## config.mk

```make
export PLATFORM = sky130hd
export DESIGN_NAME = dskw_frame_ctrl
export DESIGN_NICKNAME = d
export VERILOG_FILES = /design/src/rtl/dskw_pkg.sv /design/src/rtl/dskw_frame_ctrl.sv
export SDC_FILE = /design/constraint.sdc
export NUM_CORES = 1
export LEC_CHECK = 0
export CORE_MARGIN = 2
export CORE_UTILIZATION = 32
export DETAILED_ROUTE_END_ITERATION = 12
export PLACE_DENSITY = 0.66
export SLEW_MARGIN = 10
export SYNTH_ARGS = -nofsm -noshare
export SYNTH_HDL_FRONTEND = slang
export SYNTH_SLANG_ARGS = --single-unit
```

## constraint.sdc

```tcl
create_clock -name clk -period 3.1 [get_ports clk]
set_input_delay 0.775 -clock clk [delete_from_list [all_inputs] [get_ports clk]]
set_output_delay 0.775 -clock clk [all_outputs]
set_load 0.005 [all_outputs]
```

## src/rtl/dskw_pkg.sv

```systemverilog
// Shared types and geometry for the host-side deskew frame controller.
// Frame geometry and BRAM layout defaults live here so every user agrees on them.
package dskw_pkg;

  localparam int PIXELS        = 784;
  localparam int IMG_DIM       = 28;
  localparam int DSKW_IN_BASE  = 0;
  localparam int DSKW_OUT_BASE = 784;
  localparam int BRAM_ADDR_W   = 11;

  typedef enum logic [2:0] {
    S_IDLE,
    S_LOAD,
    S_START,
    S_WAIT_DONE,
    S_RD_ADDR,
    S_RD_WAIT,
    S_SEND
  } dskw_frame_state_t;

endpackage

```

## src/rtl/dskw_frame_ctrl.sv

```systemverilog
// Host-side controller for the shared deskew BRAM (port A): loads a raw frame,
// kicks the Deskew core, then streams the deskewed frame back out.
module dskw_frame_ctrl #(
  parameter int WIDTH    = 16,
  parameter int ADDR_W   = dskw_pkg::BRAM_ADDR_W,
  parameter int PIXELS   = dskw_pkg::PIXELS,
  parameter int IN_BASE  = dskw_pkg::DSKW_IN_BASE,
  parameter int OUT_BASE = dskw_pkg::DSKW_OUT_BASE
) (
  input  logic              clk,
  input  logic              reset,
  input  logic              in_valid,
  output logic              in_ready,
  input  logic [WIDTH-1:0]  in_pixel,
  output logic              out_valid,
  input  logic              out_ready,
  output logic [WIDTH-1:0]  out_pixel,
  output logic              out_last,
  output logic              dskw_start,
  input  logic              dskw_ready,
  output logic [ADDR_W-1:0] bram_address,
  output logic [WIDTH-1:0]  bram_out_data,
  input  logic [WIDTH-1:0]  bram_in_data,
  output logic              bram_en,
  output logic              bram_we,
  output logic              busy,
  output logic              frame_done
);
  import dskw_pkg::*;

  localparam logic [ADDR_W-1:0] LAST_CNT   = ADDR_W'(PIXELS - 1);
  localparam logic [ADDR_W-1:0] IN_BASE_A  = ADDR_W'(IN_BASE);
  localparam logic [ADDR_W-1:0] OUT_BASE_A = ADDR_W'(OUT_BASE);

  // Both image regions must fit in the BRAM and must not overlap.
  if ((IN_BASE + PIXELS > (1 << ADDR_W)) || (OUT_BASE + PIXELS > (1 << ADDR_W)) ||
      ((IN_BASE < OUT_BASE + PIXELS) && (OUT_BASE < IN_BASE + PIXELS))) begin : g_bad_params
    $error("dskw_frame_ctrl: illegal BRAM layout parameters");
  end

  dskw_frame_state_t state;
  logic [ADDR_W-1:0] cnt;
  logic              load_hs;

  // Valid/ready: a beat transfers on a rising edge where valid and ready are both
  // high; a source holds valid and data stable until that edge.
  assign load_hs    = (state == S_LOAD) && in_valid && !reset;
  assign in_ready   = (state == S_LOAD);
  assign dskw_start = (state == S_START);
  assign busy       = (state != S_IDLE);

  always_comb begin
    bram_en       = 1'b0;
    bram_we       = 1'b0;
    bram_address  = '0;
    bram_out_data = '0;
    if (load_hs) begin
      bram_en       = 1'b1;
      bram_we       = 1'b1;
      bram_address  = IN_BASE_A + cnt;
      bram_out_data = in_pixel;
    end else if (state == S_RD_ADDR) begin
      bram_en      = 1'b1;
      bram_address = OUT_BASE_A + cnt;
    end
  end

  always_ff @(posedge clk) begin
    if (reset) begin
      state      <= S_IDLE;
      cnt        <= '0;
      out_valid  <= 1'b0;
      out_last   <= 1'b0;
      out_pixel  <= '0;
      frame_done <= 1'b0;
    end else begin
      frame_done <= 1'b0;
      case (state)
        S_IDLE: begin
          // The pixel that wakes us is accepted later, in LOAD.
          if (in_valid) state <= S_LOAD;
        end
        S_LOAD: begin
          if (load_hs) begin
            if (cnt == LAST_CNT) begin
              cnt   <= '0;
              state <= S_START;
            end else begin
              cnt <= cnt + 1'b1;
            end
          end
        end
        S_START: begin
          if (!dskw_ready) state <= S_WAIT_DONE;
        end
        S_WAIT_DONE: begin
          if (dskw_ready) state <= S_RD_ADDR;
        end
        S_RD_ADDR: begin
          state <= S_RD_WAIT;
        end
        S_RD_WAIT: begin
          out_pixel <= bram_in_data;
          out_valid <= 1'b1;
          out_last  <= (cnt == LAST_CNT);
          state     <= S_SEND;
        end
        S_SEND: begin
          if (out_ready) begin
            out_valid <= 1'b0;
            out_last  <= 1'b0;
            if (cnt == LAST_CNT) begin
              cnt        <= '0;
              frame_done <= 1'b1;
              state      <= S_IDLE;
            end else begin
              cnt   <= cnt + 1'b1;
              state <= S_RD_ADDR;
            end
          end
        end
        default: state <= S_IDLE;
      endcase
    end
  end

endmodule

```

==> key figures, run 1 <==
Drt
  – Via density: slightly below 5
  – DRT iter0 DRCs: between 90 and 100
  – Routed WL: roughly 5.0 mm
  – DRC: 0
  – Metal2 WL: approximately 2.3 mm
  – DRT Pass-1 Iters: 4
  – Met3 WL: 508 um
  – Antenna viol nets, final: 0
  – Top Layer Used: met4
  – Avg WL per Cell: approximately 13 um
  – M1 WL: approximately 2.1 mm
  – Via count: 1915

Timing
  – Fin crit period: around 3000 ps
  – Slew @ Worst Pin: between 600 and 700 ps
  – Total negative slack: 0 ps
  – Final setup viols: 0
  – Final worst-path setup slack: about 85 ps
  – Clk_skew: between 3 and 4 ps
  – Fin. max-slew vios: 0
  – Final hold vios: 0
  – Max transition margin: roughly three fifths
  – Final worst-path cycle share: 97.2%
  – Fmax: 332 MHz

Setup path
  – Crit start category: input port
  – Crit path max fanout: 18
  – Critical path's slowest cell: clkdlybuf4s50_1
  – Slowest stage delay, CP: about 490 ps
  – Buffers and inverters on the worst path: 3
  – Reg2reg path depth: 5
  – Critical Path AT: 2240 ps
  – Kind of critical path: in -> out
  – Cell breakdown of the critical path: clkdlybuf4s50_1, nor2b_4, buf_12, and3_1, clkdlybuf4s50_1
  – Stages on the worst setup path: 5
  – WP data required: about 2300 ps
  – CP dominant cell by count: clkdlybuf4s50_1
  – CP top delay family: buffers and inverters
  – CP endpoint kind: output port

Clock tree
  – Max clock buf depth: 2
  – Worst-path clk slew: around 70 ps
  – CTS Hold Buffers Added: 0
  – Clock Tree Root: clkbuf_8
  – Num CTS Buffers: 5
  – Clock Latency Late Sink: around 280 ps
  – TritonCTS Sinks: 33
  – Max H-tree Level: 2
  – CTS tree: done

Synthesis
  – Number of distinct library cells after synthesis: 39
  – Yosys reg bits: 33
  – Register area share after synthesis: ~37%
  – Synthesized area per cell: roughly 7.7 um^2
  – Most used flip-flop cell after synthesis: dfxtp_1
  – Biggest area consumer among synthesized cells: dfxtp_1
  – Synthesized net count: 270
  – Ys Warns: 0
  – Asr flop ratio synth: 0%
  – Main area contributors after synthesis: dfxtp_1 37%, nand2_1 8.7%, a21oi_1 8.5%
  – Cells after synthesis: between 200 and 250
  – Mapped cell area: ~1800 um^2
  – Synth top area share: 37.4%
  – EDFF count, synth: 0

Global route
  – Vias in the first global route: roughly 1800
  – Initial antenna violation count: 0
  – Largest net degree at the start of global routing: 26
  – Global route total overflow: 0
  – First-pass GRT wire length: between 8 and 9 mm
  – Overall Global Routing Usage: 16.1%

Power and ir drop
  – Int Power: ~0.70 mW
  – Leak: 1.28 nW
  – Pwr dens: roughly 310 nW/um^2
  – Sw Share: 21.6%
  – Flop pwr share: around half
  – IR drop worst, VDD: 0.321 mV
  – Clk network pwr share: between 30% and 40%
  – Comb pwr share: between 10% and 20%
  – Final Power: slightly below 0.9 mW
  – Psw: just under 0.2 mW

Layout
  – Layout cells sized above 1: ~7.6%
  – Area Growth Syn to Fin: 61.1%
  – Final Non-Filler Cells: between 300 and 400
  – Fillcell total: between 500 and 600
  – Final core occ: a little over half
  – Antenna Cells: 0
  – Fin nets: around 350

Floorplan
  – Initial core utilization: approximately 33%
  – Die area: slightly above 6000 um^2
  – Row Count: 27
  – I/O Pins: around 90
  – Die extent in y: about 80 um
  – Core Area: approximately 5400 um^2
  – DIE WIDTH: around 80 um

Placed design
  – # port buffers: slightly below 90
  – Place WS: -193 ps
  – Post-detail-place hpwl: approximately 3.4 mm
  – Final estimated routing congestion in global placement: slightly below 0.8
  – Placed cells: roughly 380

Min path
  – WHS Path Cells: 2
  – Tightest Hold Check Type: reg -> reg

Run status
  – Status: completed

Run
  – Max_cap viols: 0
[layout by cell type, fill, tap and decap left out, types with 3 or more instances in the layout]
cell             synthesis  layout
nand2_1                 41      41
dlymetal6s2s_1           0      10
a21oi_1                 30      30
clkdlybuf4s50_1          0      66
dfxtp_1                 33      33
ha_1                     3       3
dlygate4sd2_1            0      11
or4_1                    3       3
o21ai_0                 14      13
and2_1                   8       7
or3_1                    7       7
nor2_1                   7       7
o31ai_1                  5       5
nand3_1                  8       8
buf_4                    1       5
clkbuf_8                 0       7
and3_1                  19      19
inv_1                    4       4
nor3_1                   3       3
[state kept, by name, summed over array words and instances (netlist names)]
signal and count:
frame_done 1, state 3, out_pixel 16, out_last 1, out_valid 1, cnt 11
[worst reg2reg max path, stage by stage, from the launching register on]
cell and delay, ps:
dfxtp_1 510, nor3b_2 280, buf_4 250, a21boi_4 160, or4_1 500, a21oi_1 150
[cell usage after synthesis, types with 3 or more instances]
| cell type | n |
|---|---|
| nand3_1 | 8 |
| or3_1 | 7 |
| buf_2 | 4 |
| o21ai_0 | 14 |
| nor3_1 | 3 |
| and3_1 | 19 |
| or4_1 | 3 |
| o31ai_1 | 5 |
| clkbuf_1 | 13 |
| ha_1 | 3 |
| nand2_1 | 41 |
| dfxtp_1 | 33 |
| nor2_1 | 7 |
| and2_1 | 8 |
| inv_1 | 4 |
| a21oi_1 | 30 |
[power by group through the flow]
stage | Clock, mW | Combinational, mW | Sequential, mW
after floorplan | 0 | 0.0380 | 0.436
after global placement | 0 | 0.102 | 0.439
after detailed placement | 0 | 0.103 | 0.439
after CTS | 0.363 | 0.108 | 0.429
after global routing | 0.378 | 0.118 | 0.430
final | 0.351 | 0.107 | 0.430
[per-layer routing]
metal | track usage [%] | vias up
met5 | 0 | -
met4 | 4.04 | 0
met3 | 6.32 | 6
met2 | 27.8 | 70
met1 | 18.6 | 865
li1 | - | 974
[per-stage QoR]
| step | instance area (um^2) | hold WS (ps) |
|---|---|---|
| 3_3_place_gp | 2690 | 441 |
| 4_1_cts | 2810 | 456 |
| 5_1_grt | 2840 | 467 |
| 6_report | 2840 | 456 |
| 2_1_floorplan | 1760 | 453 |
| 3_5_place_dp | 2690 | 448 |
[kinds of logic (layout without fill, tap and decap cells)]
family / Yosys count / in the layout / synth area share (%)
compound gates: 57 / 57 / 18.8
xor+xnor: 1 / 1 / 0.497
fa+ha+maj: 3 / 3 / 2.13
buf+inv: 23 / 107 / 5.82
flops: 33 / 33 / 37.4
mux: 2 / 2 / 1.13
simple gates: 111 / 111 / 34.2
[cell type report]
class	count	area, um^2	share of cell area, %
sequential	33	661	23.2
clock buffer	7	96.3	3.39
timing repair buffer	95	956	33.6
multi-input combinational	174	1020	35.8
clock inverter	1	5.00	0.176
inverter	4	15.0	0.528
tap	72	90.1	3.17
[path summary, 6_finish.rpt]
| kind | from | end | slack, ps |
|---|---|---|---|
| worst max register to register | state[0] | cnt[6] | 1170 |
| worst min register to register | out_pixel[4] | out_pixel[4] | 460 |
| worst min-delay path | out_pixel[4] | out_pixel[4] | 460 |
| worst max-delay path | in_valid | bram_out_data[10] | 90 |
[what timing repair did]
action,CTS,global route
cloned,1,0
endpoints found under the setup margin,14,19
endpoints found under the hold margin,0,0
setup buffers,0,0
resized for setup,17,13
No activity file was read; power rests on OpenSTA's default activity.
==> run 2, diff against run 1 <==
ABC_AREA = 1   (was not set)
PLACE_DENSITY = not set   (was 0.66)
==> key figures, run 2 <==
Timing
  – Unrepaired setup endpoints after global routing: false
  – Total negative slack: 0 ps (unchanged)
  – Final worst-path setup slack: 264 ps (+179 ps)
  – Fin crit period: 2840 ps (-179 ps)
  – Final setup viols: 0 (unchanged)
  – Max transition margin: 60.1% (+1.4 points)
  – Fmax: 353 MHz (+6.3%)
  – Fin. max-slew vios: 0 (unchanged)
  – Clk_skew: 1.73 ps (-1.49 ps)
  – Final hold vios: 0 (unchanged)
  – Final worst-path cycle share: 91.5% (-5.8 points)
  – Slew @ Worst Pin: 598 ps (-20.9 ps)

Power and ir drop
  – Clk network pwr share: 22.0% (-18 points)
  – Comb pwr share: 40.5% (+28 points)
  – Psw: 0.482 mW (+150%)
  – Int Power: 0.933 mW (+34%)
  – IR drop worst, VDD: 0.258 mV (-20%)
  – Leak: 1.49 nW (+16%)
  – Sw Share: 34.1% (+12 points)
  – Flop pwr share: 37.5% (-11 points)
  – Pwr dens: 464 nW/um^2 (+48%)

Drt
  – Via count: 2067 (+7.9%)
  – DRT Pass-1 Iters: 4 (unchanged)
  – Avg WL per Cell: 10.5 um (-18%)
  – Top Layer Used: met4
  – M1 WL: 2.22 mm (+4.2%)
  – Via density: 4.38 (-12%)
  – Metal2 WL: 2.07 mm (-9.2%)
  – Routed WL: 4.98 mm (+0.46%)
  – DRC: 0 (unchanged)
  – Antenna viol nets, final: 0 (unchanged)
  – DRT iter0 DRCs: 116 (+25%)
  – Met3 WL: 673 um (+32%)

Layout
  – Regs by FF count: out_pixel x16, cnt x11, state x3
  – Antenna Cells: 0 (unchanged)
  – Fillcell total: 594 (+11%)
  – Layout cells sized above 1: 9.57% (+1.9 points)
  – Most frequent cells in the layout: 68 x clkdlybuf4s50_1, 59 x nor2_1, 55 x inv_1
  – Final Non-Filler Cells: 472 (+22%)
  – Area Growth Syn to Fin: 56.7%
  – Most common cell after layout, fill and taps aside: clkdlybuf4s50_1
  – Post-route cell area: 3050 um^2 (+7.4%)
  – Largest Register: out_pixel
  – Fin nets: 436 (+24%)
  – Max reg flops: 16 (unchanged)

Synthesis
  – Synthesized area per cell: 6.43 um^2 (-16%)
  – Synthesized net count: 343 (+27%)
  – Main area contributors after synthesis: dfxtp_1 34%, nor2_1 11%, inv_1 11%
  – Biggest area consumer among synthesized cells: dfxtp_1
  – Mapped cell area: 1950 um^2 (+10%)
  – Most frequent cells after synthesis: 59 x nor2_1, 56 x inv_1, 50 x nand2_1
  – Asr flop ratio synth: 0% (unchanged)
  – Most used flip-flop cell after synthesis: dfxtp_1
  – Yosys reg bits: 33 (unchanged)
  – Synth top area share: 33.9% (-3.5 points)
  – Ys Warns: 0 (unchanged)
  – EDFF count, synth: 0 (unchanged)
  – Cells after synthesis: 303 (+32%)
  – Register area share after synthesis: 33.9% (-3.5 points)
  – Number of distinct library cells after synthesis: 28 (-28%)
  – Most frequent cell after synthesis: nor2_1

Setup path
  – Reg2reg end: cnt[5]
  – Worst Setup EP: bram_out_data[13]
  – Reg2Reg Launch Point: state[2]
  – CP endpoint kind: output port
  – Crit start category: input port
  – Crit path max fanout: 9 (-9)
  – Crit path from: in_valid
  – Reg2reg path depth: 8 (+3)
  – Kind of critical path: in -> out
  – FF-to-FF setup slack: 1440 ps (+270 ps)
  – WP data required: 2320 ps (about the same)
  – Critical Path AT: 2060 ps (-180 ps)

Placed design
  – Post-detail-place hpwl: 3.76 mm (+9.3%)
  – # port buffers: 87 (unchanged)
  – Placed cells: 461 (+22%)
  – Final estimated routing congestion in global placement: 0.818 (+3.2%)
  – Place WS: -197 ps (-3.67 ps)
  – Dpl cell area: 2890 um^2 (+7.4%)

Floorplan
  – Die extent in y: 82 um (+4.8%)
  – DIE WIDTH: 82 um (+4.8%)
  – Row Count: 28 (+3.7%)
  – Die area: 6720 um^2 (+9.8%)
  – Initial core utilization: 33.1% (+0.44 points)
  – Core Area: 5890 um^2 (+8.9%)
  – I/O Pins: 88 (unchanged)

Global route
  – First-pass GRT wire length: 8.02 mm (-0.43%)
  – Global route total overflow: 0 (unchanged)
  – Vias in the first global route: 1830 (+2.6%)
  – Overall Global Routing Usage: 15.2% (-0.87 points)
  – Largest net degree at the start of global routing: 37 (+42%)
  – Initial antenna violation count: 0 (unchanged)

Min path
  – Tightest Hold Check Type: reg -> reg

Run
  – Max_cap viols: 0 (unchanged)

Clock tree
  – Max clock buf depth: 2 (unchanged)
  – TritonCTS Sinks: 33 (unchanged)
  – Clock Latency Late Sink: 280 ps (about the same)
  – Num CTS Buffers: 5 (unchanged)
  – Clock Tree Root: clkbuf_8
  – CTS Hold Buffers Added: 0 (unchanged)
  – CTS tree: done
  – Worst-path clk slew: 70 ps (about the same)
  – Max H-tree Level: 2 (unchanged)

Run status
  – Status: completed
## run 2: how the worst min path moves through the flow
stage | from | end | slack, ps | cells after the start
after CTS | out_pixel[9] | out_pixel[9] | 450 | 2
after detailed placement | out_pixel[10] | out_pixel[10] | 440 | 2
final | out_pixel[9] | out_pixel[9] | 440 | 2
after global placement | out_pixel[4] | out_pixel[4] | 430 | 2
after floorplan | out_pixel[13] | out_pixel[13] | 440 | 2
after global routing | out_pixel[12] | out_pixel[12] | 470 | 2
## run 2: worst max-delay path, cell delays in order
cell and delay, ps:
dlygate4sd2_1 250, nand2_2 110, inv_4 90, nand2_8 90
clkbuf_16 170, nor2_1 80, clkdlybuf4s50_1 500
## run 2: routing by layer
layer	GRT usage, %	up-vias
li1	-	1121
met1	18.8	859
met2	23.7	85
met3	7.25	2
met4	4.00	0
met5	0	-
## run 2: power groups by stage
stage / clock network, mW / logic, mW / registers [mW]
finish: 0.311 / 0.574 / 0.531
global route: 0.343 / 0.648 / 0.540
CTS: 0.326 / 0.567 / 0.530
detailed placement: 0 / 0.568 / 0.539
global placement: 0 / 0.570 / 0.539
floorplan: 0 / 0.329 / 0.517
## run 2: area by class of cell
class                      instances  area (um^2)  share of cell area, %
clock buffer                       6         72.6                   2.38
clock inverter                     2         10.0                  0.328
inverter                          58          220                   7.22
multi-input combinational        201         1010                   33.1
sequential                        33          661                   21.6
tap                               75         93.8                   3.08
timing repair buffer              97          985                   32.3
## run 2: timing repair
item                                    in CTS  in global routing
endpoints found under the setup margin      28                 22
pin swaps                                    1                  1
cloned                                       0                  1
setup buffers                                2                  0
resized for setup                           12                 15
## run 2: logic make-up after synthesis
| logic type | share of synthesized area, % |
|---|---|
| AO/OA/AOI/OAI | 15.0 |
| AND/OR/NAND/NOR | 32.8 |
| adder cells (fa/ha/maj) | 1.93 |
| flip-flops | 33.9 |
| XOR/XNOR | 1.35 |
| buffers and inverters | 15.0 |
## run 2: metrics by stage
| stage | hold WS [ps] | utilization, % | total power [mW] |
|---|---|---|---|
| final | 442 | 51.8 | 1.42 |
| after floorplan | 440 | - | 0.846 |
| after global routing | 466 | 51.8 | 1.53 |
| after detailed placement | 439 | 49.1 | 1.11 |
| after global placement | 430 | 49.1 | 1.11 |
| after CTS | 446 | 50.7 | 1.42 |
